## src/rtl/cache_ctrl.sv

```systemverilog
// Direct-mapped write-back cache controller: drives the tag/data array pins,
// writes back dirty victims and refills lines from memory before retrying the access.
module cache_ctrl #(
  parameter int DATA_W   = 16,
  parameter int TAG_W    = 5,
  parameter int INDEX_W  = 4,
  parameter int OFFSET_W = 2
) (
  input  logic                                clk,
  input  logic                                rst_n,
  input  logic                                cpu_req,
  input  logic                                cpu_we,
  input  logic [TAG_W+INDEX_W+OFFSET_W-1:0]   cpu_addr,
  input  logic [DATA_W-1:0]                   cpu_wdata,
  output logic                                cpu_ready,
  output logic                                cpu_done,
  output logic [DATA_W-1:0]                   cpu_rdata,
  output logic                                cpu_miss,
  output logic                                c_enable,
  output logic                                c_cmp,
  output logic                                c_write,
  output logic                                c_valid_in,
  output logic [INDEX_W-1:0]                  c_index,
  output logic [OFFSET_W-1:0]                 c_word,
  output logic [TAG_W-1:0]                    c_tag,
  output logic [DATA_W-1:0]                   c_data_in,
  input  logic                                c_hit,
  input  logic                                c_dirty,
  input  logic                                c_valid,
  input  logic [TAG_W-1:0]                    c_tag_out,
  input  logic [DATA_W-1:0]                   c_data_out,
  output logic                                mem_req,
  output logic                                mem_we,
  output logic [TAG_W+INDEX_W+OFFSET_W-1:0]   mem_addr,
  output logic [DATA_W-1:0]                   mem_wdata,
  input  logic [DATA_W-1:0]                   mem_rdata,
  input  logic                                mem_ack
);
  localparam int ADDR_W = TAG_W + INDEX_W + OFFSET_W;

  localparam logic [1:0] S_IDLE    = 2'd0;
  localparam logic [1:0] S_COMPARE = 2'd1;
  localparam logic [1:0] S_WB      = 2'd2;
  localparam logic [1:0] S_FILL    = 2'd3;

  logic [1:0]          state_q, state_d;
  logic [OFFSET_W-1:0] cnt_q, cnt_d;
  logic                req_we_q, req_we_d;
  logic [ADDR_W-1:0]   req_addr_q, req_addr_d;
  logic [DATA_W-1:0]   req_wdata_q, req_wdata_d;
  logic                miss_flag_q, miss_flag_d;
  logic                cpu_done_q, cpu_done_d;
  logic [DATA_W-1:0]   cpu_rdata_q, cpu_rdata_d;
  logic                cpu_miss_q, cpu_miss_d;

  logic [TAG_W-1:0]    req_tag;
  logic [INDEX_W-1:0]  req_index;
  logic [OFFSET_W-1:0] req_word;
  logic                cnt_last;

  assign req_tag   = req_addr_q[ADDR_W-1 -: TAG_W];
  assign req_index = req_addr_q[OFFSET_W +: INDEX_W];
  assign req_word  = req_addr_q[OFFSET_W-1:0];
  assign cnt_last  = (cnt_q == {OFFSET_W{1'b1}});

  // CPU side: a request is taken on any edge where cpu_req & cpu_ready; the
  // matching cpu_done pulses for one cycle later. Memory side: a beat completes
  // on every edge where mem_req & mem_ack, with request fields held until then.
  assign cpu_ready = (state_q == S_IDLE);
  assign cpu_done  = cpu_done_q;
  assign cpu_rdata = cpu_rdata_q;
  assign cpu_miss  = cpu_miss_q;

  always_comb begin
    c_enable   = 1'b0;
    c_cmp      = 1'b0;
    c_write    = 1'b0;
    c_valid_in = 1'b0;
    c_index    = '0;
    c_word     = '0;
    c_tag      = '0;
    c_data_in  = '0;
    mem_req    = 1'b0;
    mem_we     = 1'b0;
    mem_addr   = '0;
    mem_wdata  = '0;
    case (state_q)
      S_COMPARE: begin
        c_enable  = 1'b1;
        c_cmp     = 1'b1;
        c_write   = req_we_q;
        c_index   = req_index;
        c_word    = req_word;
        c_tag     = req_tag;
        c_data_in = req_wdata_q;
      end
      S_WB: begin
        c_enable  = 1'b1;
        c_index   = req_index;
        c_word    = cnt_q;
        mem_req   = 1'b1;
        mem_we    = 1'b1;
        mem_addr  = {c_tag_out, req_index, cnt_q};
        mem_wdata = c_data_out;
      end
      S_FILL: begin
        mem_req  = 1'b1;
        mem_addr = {req_tag, req_index, cnt_q};
        // Only the final beat marks the line valid, so a torn fill stays invalid.
        if (mem_ack) begin
          c_enable   = 1'b1;
          c_write    = 1'b1;
          c_index    = req_index;
          c_word     = cnt_q;
          c_tag      = req_tag;
          c_data_in  = mem_rdata;
          c_valid_in = cnt_last;
        end
      end
      default: ;
    endcase
  end

  always_comb begin
    state_d     = state_q;
    cnt_d       = cnt_q;
    req_we_d    = req_we_q;
    req_addr_d  = req_addr_q;
    req_wdata_d = req_wdata_q;
    miss_flag_d = miss_flag_q;
    cpu_done_d  = 1'b0;
    cpu_rdata_d = cpu_rdata_q;
    cpu_miss_d  = cpu_miss_q;
    case (state_q)
      S_IDLE: begin
        if (cpu_req) begin
          req_we_d    = cpu_we;
          req_addr_d  = cpu_addr;
          req_wdata_d = cpu_wdata;
          miss_flag_d = 1'b0;
          state_d     = S_COMPARE;
        end
      end
      S_COMPARE: begin
        if (c_hit) begin
          cpu_done_d = 1'b1;
          cpu_miss_d = miss_flag_q;
          if (!req_we_q) cpu_rdata_d = c_data_out;
          state_d = S_IDLE;
        end else begin
          miss_flag_d = 1'b1;
          cnt_d       = '0;
          state_d     = (c_valid && c_dirty) ? S_WB : S_FILL;
        end
      end
      S_WB: begin
        if (mem_ack) begin
          cnt_d = cnt_q + OFFSET_W'(1);
          if (cnt_last) state_d = S_FILL;
        end
      end
      S_FILL: begin
        if (mem_ack) begin
          cnt_d = cnt_q + OFFSET_W'(1);
          if (cnt_last) state_d = S_COMPARE;
        end
      end
      default: state_d = S_IDLE;
    endcase
  end

  always_ff @(posedge clk or negedge rst_n) begin
    if (!rst_n) begin
      state_q     <= S_IDLE;
      cnt_q       <= '0;
      req_we_q    <= 1'b0;
      req_addr_q  <= '0;
      req_wdata_q <= '0;
      miss_flag_q <= 1'b0;
      cpu_done_q  <= 1'b0;
      cpu_rdata_q <= '0;
      cpu_miss_q  <= 1'b0;
    end else begin
      state_q     <= state_d;
      cnt_q       <= cnt_d;
      req_we_q    <= req_we_d;
      req_addr_q  <= req_addr_d;
      req_wdata_q <= req_wdata_d;
      miss_flag_q <= miss_flag_d;
      cpu_done_q  <= cpu_done_d;
      cpu_rdata_q <= cpu_rdata_d;
      cpu_miss_q  <= cpu_miss_d;
    end
  end

endmodule

```

## config.mk

```make
export PLATFORM = sky130hd
export DESIGN_NAME = cache_ctrl
export DESIGN_NICKNAME = d
export VERILOG_FILES = /design/src/rtl/cache_ctrl.sv
export SDC_FILE = /design/constraint.sdc
export NUM_CORES = 1
export LEC_CHECK = 0
export CAP_MARGIN = 0
export CORE_MARGIN = 2
export CORE_UTILIZATION = 36
export CTS_BUF_LIST = sky130_fd_sc_hd__clkbuf_4
export DETAILED_ROUTE_END_ITERATION = 6
export PLACE_DENSITY = 0.91
export SETUP_SLACK_MARGIN = 0.2
export SLEW_MARGIN = 20
export SYNTH_ARGS = -nofsm -noshare
export SYNTH_HDL_FRONTEND = slang
export SYNTH_SLANG_ARGS = --single-unit
```

## constraint.sdc

```tcl
create_clock -name clk -period 1.95 [get_ports clk]
set_input_delay 0.39 -clock clk [delete_from_list [all_inputs] [get_ports clk]]
set_output_delay 0.39 -clock clk [all_outputs]
set_load 0.03 [all_outputs]
```

==> results of run 1 <==
[layer usage]
| metal | routed length [um] | up-vias | track usage | part of all wire |
|---|---|---|---|---|
| met1 | 3450 | 1221 | 0.226 | 0.38 |
| met4 | 197 | 0 | 0.0615 | 0.022 |
| met3 | 572 | 15 | 0.0503 | 0.063 |
| met2 | 4860 | 110 | 0.399 | 0.53 |
| li1 | - | 1168 | - | - |
| met5 | 0 | - | 0 | 0 |
[sequential cells by signal, summed over array words and instances (netlist names)]
name	count
cpu_rdata	16
req_wdata_q	16
req_addr_q	11
cnt_q	2
state_q	2
cpu_done	1
cpu_miss	1
miss_flag_q	1
req_we_q	1
[layout make-up]
type,instances,share of cell area
Sequential cell,51,0.240
Clock buffer,5,0.00705
Timing Repair Buffer,197,0.391
Clock inverter,3,0.00869
Inverter,4,0.00376
Multi-Input combinational cell,156,0.327
Tap cell,99,0.0233
[what timing repair did]
item / in CTS / in global routing
hold buffers: 1 / 0
gates cloned: 2 / 5
pin swaps: 6 / 6
endpoints found under the hold margin: 18 / 0
gates resized for setup: 113 / 56
setup endpoints to repair: 97 / 107
buffers inserted: 8 / 12
[cells by family (layout without fill, tap and decap cells)]
group | count (synthesis) | count (layout)
AOI/OAI and AO/OA | 38 | 38
adders and majority gates | 9 | 9
and+or+nand+nor | 61 | 61
buffers and inverters | 15 | 209
muxes | 48 | 48
DFF | 51 | 51
[path summary, 6_finish.rpt]
check,slack (ns),start,to,cells after the start
max,-0.38,state_q[0]$_DFFE_PN0P_,c_data_in[10],7
min,0.44,rst_n,cpu_rdata[12]$_DFFE_PN0P_,2
max reg2reg,-0.08,state_q[0]$_DFFE_PN0P_,state_q[1]$_DFFE_PN0P_,10
min reg2reg,0.52,cpu_rdata[1]$_DFFE_PN0P_,cpu_rdata[1]$_DFFE_PN0P_,1
max in group asynchronous,0.88,rst_n,req_addr_q[7]$_DFFE_PN0P_,3
min in group clk,0.52,cpu_rdata[1]$_DFFE_PN0P_,cpu_rdata[1]$_DFFE_PN0P_,1
[synth_stat cells, types with 2 or more instances]
cell type	n
nand2_1	5
inv_1	4
and2_1	30
mux2i_1	2
ha_1	9
a22oi_1	6
clkbuf_1	2
a22o_1	16
buf_2	5
mux2_4	10
and3_1	2
mux2_2	36
dfrtp_1	51
nor2_1	15
o21ai_0	4
a21oi_1	9
nor2b_1	3
nand2b_1	2
[where the power goes]
part | internal (mW) | leakage [nW] | switching (mW) | total [mW]
clock network | 0.275 | 0.0418 | 0.371 | 0.646
registers | 1.58 | 0.605 | 0.375 | 1.96
logic | 3.00 | 1.82 | 2.81 | 5.81
==> metrics.md, run 1 <==
| Metric | Value |
|---|---|
| Outcome | `finished, violations left` |
| Failing checks | `setup timing` |
| Site Rows | `31` |
| Slew @ Worst Pin | `0.454 ns` |
| Via density | `4.88` |
| Multiplexer share of the synthesized area | `0.215` |
| TritonCTS buffer count | `5` |
| Clk_skew | `0.0167 ns` |
| Final GP Congestion | `roughly 0.81` |
| Detailed Place HPWL | `just under 6 mm` |
| Synth Warn # | `0` |
| Number of synthesized flops with an enable pin | `0` |
| Hold Fails Final Rpt | `0` |
| Clock slew at reported path FFs | `0.17 ns` |
| Critical Path RT | `1.56 ns` |
| Detailed Route Iter0 Violations | `56` |
| Initial antenna violation count | `0` |
| Final Util | `0.738` |
| Tot Pwr | `8.41 mW` |
| Final cycle utilization of the critical path | `1.20` |
| Total Wirelength | `9.08 mm` |
| Yosys reg bits | `51` |
| # H-tree levels | `2` |
| Top-area cell type share of the netlist area | `0.478` |
| Post-route ant nets | `0` |
| Arrival time of the worst setup path | `between 1.5 and 2 ns` |
| N_diodes | `0` |
| Worst-path maximum fanout | `16` |
| Layout net count | `496` |
| Max Slew Vio Count | `0` |
| WP buf/inv | `3` |
| Die area | `8130 um^2` |
| Minimum clock period | `about 2.3 ns` |
| Detailed Routing Iterations Pass 1 | `6` |
| Fin worst setup slack | `-0.384 ns` |
| Simple-Gate Fraction of Synth Area | `0.128` |
| Final Non-Filler Cells | `515` |
| Leakage | `2.47 nW` |
| Syn avg cell area | `12.0 um^2` |
| Syn Nets | `303` |
| Port Buffers | `150` |
| Total GRT Usage | `0.209` |
| Critical path class | `reg2out` |
| Clk sink count | `51` |
| Drc violations | `0` |
| Register area share after synthesis | `0.478` |
| Fin Setup TNS | `-17.75 ns` |
| Register area | `~1300 um^2` |
| Largest area contributor in the netlist | `dfrtp_1` |
| Vias in the first global route | `2696` |
| Adder-cell share of the synthesized area | `0.0422` |
| Max Fclk | `~430 MHz` |
| Setup WS pre-CTS | `-0.117 ns` |
| Asr flop ratio synth | `1.00` |
| Proportion of layout cells with a drive suffix above 1 | `0.582` |
| Die Y | `90.1 um` |
| CORE AREA | `7210 um^2` |
| Slowest CP cell | `dfrtp_2` |
| Pwr dens | `1580 nW/um^2` |
| Largest cells by area after synthesis | `dfrtp_1 48%, mux2_2 15%, and2_1 7.0%` |
| Fin area | `5330 um^2` |
| CP delay by family, top | `flip-flops` |
| Cells after DPL | `~480` |
| Final setup vio count | `60` |
| Layout area overhead | `99.3%` |
| Commonest non-fill, non-tap cells in the layout | `70 x clkdlybuf4s50_1, 62 x buf_6, 49 x dfrtp_1` |
| Clk_lat worst skew | `0.39 ns` |
| CTS root buf | `clkbuf_4` |
| Max VDD drop | `just over 0.0009 V` |
| Startpoint types | `flip-flop` |
| Hold Path Class | `in2async` |
| Top Ports | `roughly 150` |
| Footprint of the multi-input gates | `between 1500 and 2000 um^2` |
| Clock tree buffer depth | `2` |
| Via Count | `2514` |
| Global-route wire length before repair | `13.6 mm` |
| RSZ-0062 raised after global routing | `yes` |
| CTS tree | `built` |
| Largest net degree at the start of global routing | `21` |
| Main flop type after synthesis | `dfrtp_1` |
| Syn Std Cell Area | `2670 um^2` |
| Hold WS | `approximately 0.44 ns` |
| Max cap viols | `0` |
| Fill cells | `465` |
| XOR/XNOR Fraction of Synth Area | `0` |
| Crit-path cells | `buf_6, ha_4, nor2_4, nor2_4, buf_12, a22o_2, buf_6` |
| Netlist cell types | `29` |
| Endpoint type of the worst setup path | `output pin` |
| Slowest stage delay, CP | `between 0.4 and 0.5 ns` |
| Initial Utilization | `0.370` |
| Die W | `90.1 um` |
| Drt wl/cell | `17.6 um` |
| Placed cell areas | `4440 um^2` |
| Compound-gate portion of the synthesized area | `0.102` |
| Most common cell after layout, fill and taps aside | `clkdlybuf4s50_1` |
| Total gr overflow | `0` |
| Cells after Synth | `222` |
| Largest family of logic cells by synthesized area | `multiplexers` |
| Max_slew headroom | `0.697` |
No activity file was read; power rests on OpenSTA's default activity.
==> run 2, diff against run 1 <==
--- a/config.mk
+++ b/config.mk
@@ -6,12 +6,13 @@
 export NUM_CORES = 1
 export LEC_CHECK = 0
 export CAP_MARGIN = 0
+export CORE_ASPECT_RATIO = 0.7
 export CORE_MARGIN = 2
 export CORE_UTILIZATION = 36
 export CTS_BUF_LIST = sky130_fd_sc_hd__clkbuf_4
 export DETAILED_ROUTE_END_ITERATION = 6
 export PLACE_DENSITY = 0.91
-export SETUP_SLACK_MARGIN = 0.2
+export SETUP_SLACK_MARGIN = 0.02
 export SLEW_MARGIN = 20
 export SYNTH_ARGS = -nofsm -noshare
 export SYNTH_HDL_FRONTEND = slang
==> constraint.sdc (replaced) <==
create_clock -name clk -period 1.95 [get_ports clk]
set_input_delay 0.4875 -clock clk [delete_from_list [all_inputs] [get_ports clk]]
set_output_delay 0.4875 -clock clk [all_outputs]
set_load 0.03 [all_outputs]
==> metrics.md, run 2 (synthesis results as in run 1) <==
| Metric | Value |
|---|---|
| Commonest non-fill, non-tap cells in the layout | `69 x clkdlybuf4s50_1, 68 x buf_6, 49 x dfrtp_1` |
| Detailed Route Iter0 Violations | `63 (+13%)` |
| Hold Path Class | `in2async` |
| Arrival time of the worst setup path | `1.88 ns (-0.06 ns)` |
| Total gr overflow | `0 (unchanged)` |
| Startpoint types | `flip-flop` |
| Most common cell after layout, fill and taps aside | `clkdlybuf4s50_1` |
| Initial Utilization | `0.368 (-0.00204)` |
| Die W | `107 um (+19%)` |
| Layout area overhead | `96.5%` |
| Met3 Track Usage GR | `0.0488 (-0.00153)` |
| WP buf/inv | `3 (unchanged)` |
| Clock tree buffer depth | `2 (unchanged)` |
| Final cycle utilization of the critical path | `1.22 (+0.0187)` |
| Worst-path maximum fanout | `16 (unchanged)` |
| Clk_lat worst skew | `0.37 ns (-0.02 ns)` |
| Site Rows | `26 (-16%)` |
| Detailed Routing Iterations Pass 1 | `4 (-2)` |
| GR Util met1 | `0.262 (+0.0354)` |
| Pwr dens | `1570 nW/um^2 (-0.44%)` |
| Hold Fails Final Rpt | `0 (unchanged)` |
| Clk sink count | `51 (unchanged)` |
| Crit-path cells | `ha_4, nor2_4, buf_6, nor2_4, buf_12, a22o_2, buf_6` |
| Drt wl/cell | `17.5 um (-0.64%)` |
| Max_slew headroom | `0.667 (-0.0300)` |
| Vias in the first global route | `2758 (+2.3%)` |
| Placed cell areas | `4450 um^2 (+0.11%)` |
| Endpoint type of the worst setup path | `output pin` |
| Detailed Place HPWL | `6.21 mm (+4.5%)` |
| Final setup vio count | `58 (-3.3%)` |
| Failing checks | `setup timing` |
| Global-route wire length before repair | `13.8 mm (+1.6%)` |
| Critical Path RT | `1.46 ns (-0.10 ns)` |
| Max cap viols | `0 (unchanged)` |
| RSZ-0062 raised after global routing | `yes` |
| Top Ports | `151 (unchanged)` |
| Via density | `4.90 (+0.43%)` |
| Post-route ant nets | `0 (unchanged)` |
| Clock slew at reported path FFs | `0.16 ns (about the same)` |
| GR peak layer | `met2` |
| Fin area | `5250 um^2 (-1.4%)` |
| CTS tree | `built` |
| Layout net count | `486 (-2.0%)` |
| Leakage | `2.41 nW (-2.2%)` |
| Critical path origin | `state_q[0]$_DFFE_PN0P_` |
| Reg2reg end | `cnt_q[0]$_DFFE_PN0P_` |
| Die Y | `76.1 um (-16%)` |
| Fin worst setup slack | `-0.420 ns (-0.0365 ns)` |
| # H-tree levels | `2 (unchanged)` |
| Fill cells | `497 (+6.9%)` |
| Clk_skew | `0.0208 ns (+0.00414 ns)` |
| Proportion of layout cells with a drive suffix above 1 | `0.584 (+0.00201)` |
| Drc violations | `0 (unchanged)` |
| Final GP Congestion | `0.827 (+1.7%)` |
| CP delay by family, top | `flip-flops` |
| Max VDD drop | `0.000938 V (+2.3%)` |
| Largest net degree at the start of global routing | `33 (+57%)` |
| Via Count | `2471 (-1.7%)` |
| Crit path capture | `c_data_in[10]` |
| Cells on worst reg2reg path | `8 (-2)` |
| Slowest CP cell | `dfrtp_2` |
| Initial antenna violation count | `0 (unchanged)` |
| CTS root buf | `clkbuf_4` |
| Max Fclk | `422 MHz (-1.5%)` |
| Port Buffers | `150 (unchanged)` |
| R2r setup slk | `0.12 ns (+0.20 ns)` |
| TritonCTS buffer count | `5 (unchanged)` |
| N_diodes | `0 (unchanged)` |
| Total Wirelength | `8.83 mm (-2.8%)` |
| Slowest stage delay, CP | `0.50 ns (+0.02 ns)` |
| Critical path class | `reg2out` |
| Max Slew Vio Count | `0 (unchanged)` |
| Fin Setup TNS | `-20.45 ns (-2.70 ns)` |
| Minimum clock period | `2.37 ns (+0.0365 ns)` |
| Worst r2r src | `state_q[0]$_DFFE_PN0P_` |
| Met2 Track Usage GR | `0.392 (-0.00740)` |
| Die area | `8140 um^2 (+0.14%)` |
| Slew @ Worst Pin | `0.499 ns (+0.0450 ns)` |
| Total GRT Usage | `0.217 (+0.00787)` |
| CORE AREA | `7250 um^2 (+0.55%)` |
| Critical path depth | `7 (unchanged)` |
| Outcome | `finished, violations left` |
-- run 2: worst register-to-register path: stages, from the launching register on --
cell,delay (ns)
dfrtp_2,0.50
buf_6,0.16
ha_4,0.18
buf_6,0.13
nor2_4,0.16
inv_2,0.08
buf_6,0.12
and3_1,0.16
mux2_2,0.25
-- run 2: where the power goes --
| group | internal [mW] | switching [mW] | total, mW | leakage, nW |
|---|---|---|---|---|
| Combinational | 2.89 | 2.80 | 5.69 | 1.76 |
| Sequential | 1.58 | 0.375 | 1.96 | 0.605 |
| Clock | 0.264 | 0.343 | 0.608 | 0.0426 |
| Total | 4.73 | 3.52 | 8.26 | 2.41 |
-- run 2: layer usage --
layer  up-vias  wire (um)
met3        11        477
met1      1220       3650
li1       1156          -
met4         0         99
met5         -          0
met2        84       4600
-- run 2: final cells by class --
| cell class | count | area [um^2] | area share |
|---|---|---|---|
| clock buffer | 5 | 37.5 | 0.00715 |
| clock inverter | 3 | 38.8 | 0.00739 |
| inverter | 4 | 25.0 | 0.00477 |
| multi-input combinational | 156 | 1730 | 0.329 |
| sequential | 51 | 1280 | 0.244 |
| tap | 98 | 123 | 0.0234 |
| timing repair buffer | 187 | 2020 | 0.385 |
-- run 2: stage by stage --
step            util  total power, mW  worst slack (ns)  hold WS, ns  std cells
3_3_place_gp   0.613             6.50            -0.316        0.472        479
2_1_floorplan      -             4.88           -0.0204        0.192        222
3_5_place_dp   0.613             6.63            -0.350        0.480        479
5_1_grt        0.724             8.65            -0.479       0.0664        504
4_1_cts        0.708             8.02            -0.471       0.0606        500
6_report       0.724             8.26            -0.420       0.0604        504
-- run 2: how the worst min path moves through the flow --
stage / from / endpoint / slack (ns) / cells past startpoint
floorplan: rst_n / cnt_q[0]$_DFFE_PN0P_ / 0.19 / 0
global placement: rst_n / req_wdata_q[11]$_DFFE_PN0P_ / 0.47 / 1
detailed placement: rst_n / req_wdata_q[11]$_DFFE_PN0P_ / 0.48 / 1
CTS: rst_n / req_wdata_q[5]$_DFFE_PN0P_ / 0.06 / 1
global route: rst_n / req_wdata_q[5]$_DFFE_PN0P_ / 0.07 / 1
finish: rst_n / cpu_rdata[3]$_DFFE_PN0P_ / 0.06 / 1
-- run 2: what timing repair did --
| action | 4_1_cts | 5_1_grt |
|---|---|---|
| pin swaps | 27 | 20 |
| cloned | 2 | 0 |
| buffers inserted | 13 | 6 |
| hold endpoints to repair | 0 | 0 |
| endpoints found under the setup margin | 73 | 66 |
| hold buffers | 0 | 0 |
| resized for setup | 149 | 28 |
==> run 3, diff against run 2 <==
--- a/config.mk
+++ b/config.mk
@@ -5,6 +5,7 @@
 export SDC_FILE = /design/constraint.sdc
 export NUM_CORES = 1
 export LEC_CHECK = 0
+export ABC_CLOCK_PERIOD_IN_PS = 1950
 export CAP_MARGIN = 0
 export CORE_ASPECT_RATIO = 0.7
 export CORE_MARGIN = 2
==> results of run 3 <==
Final layout, timing and power as in run 2 (identical DEF).
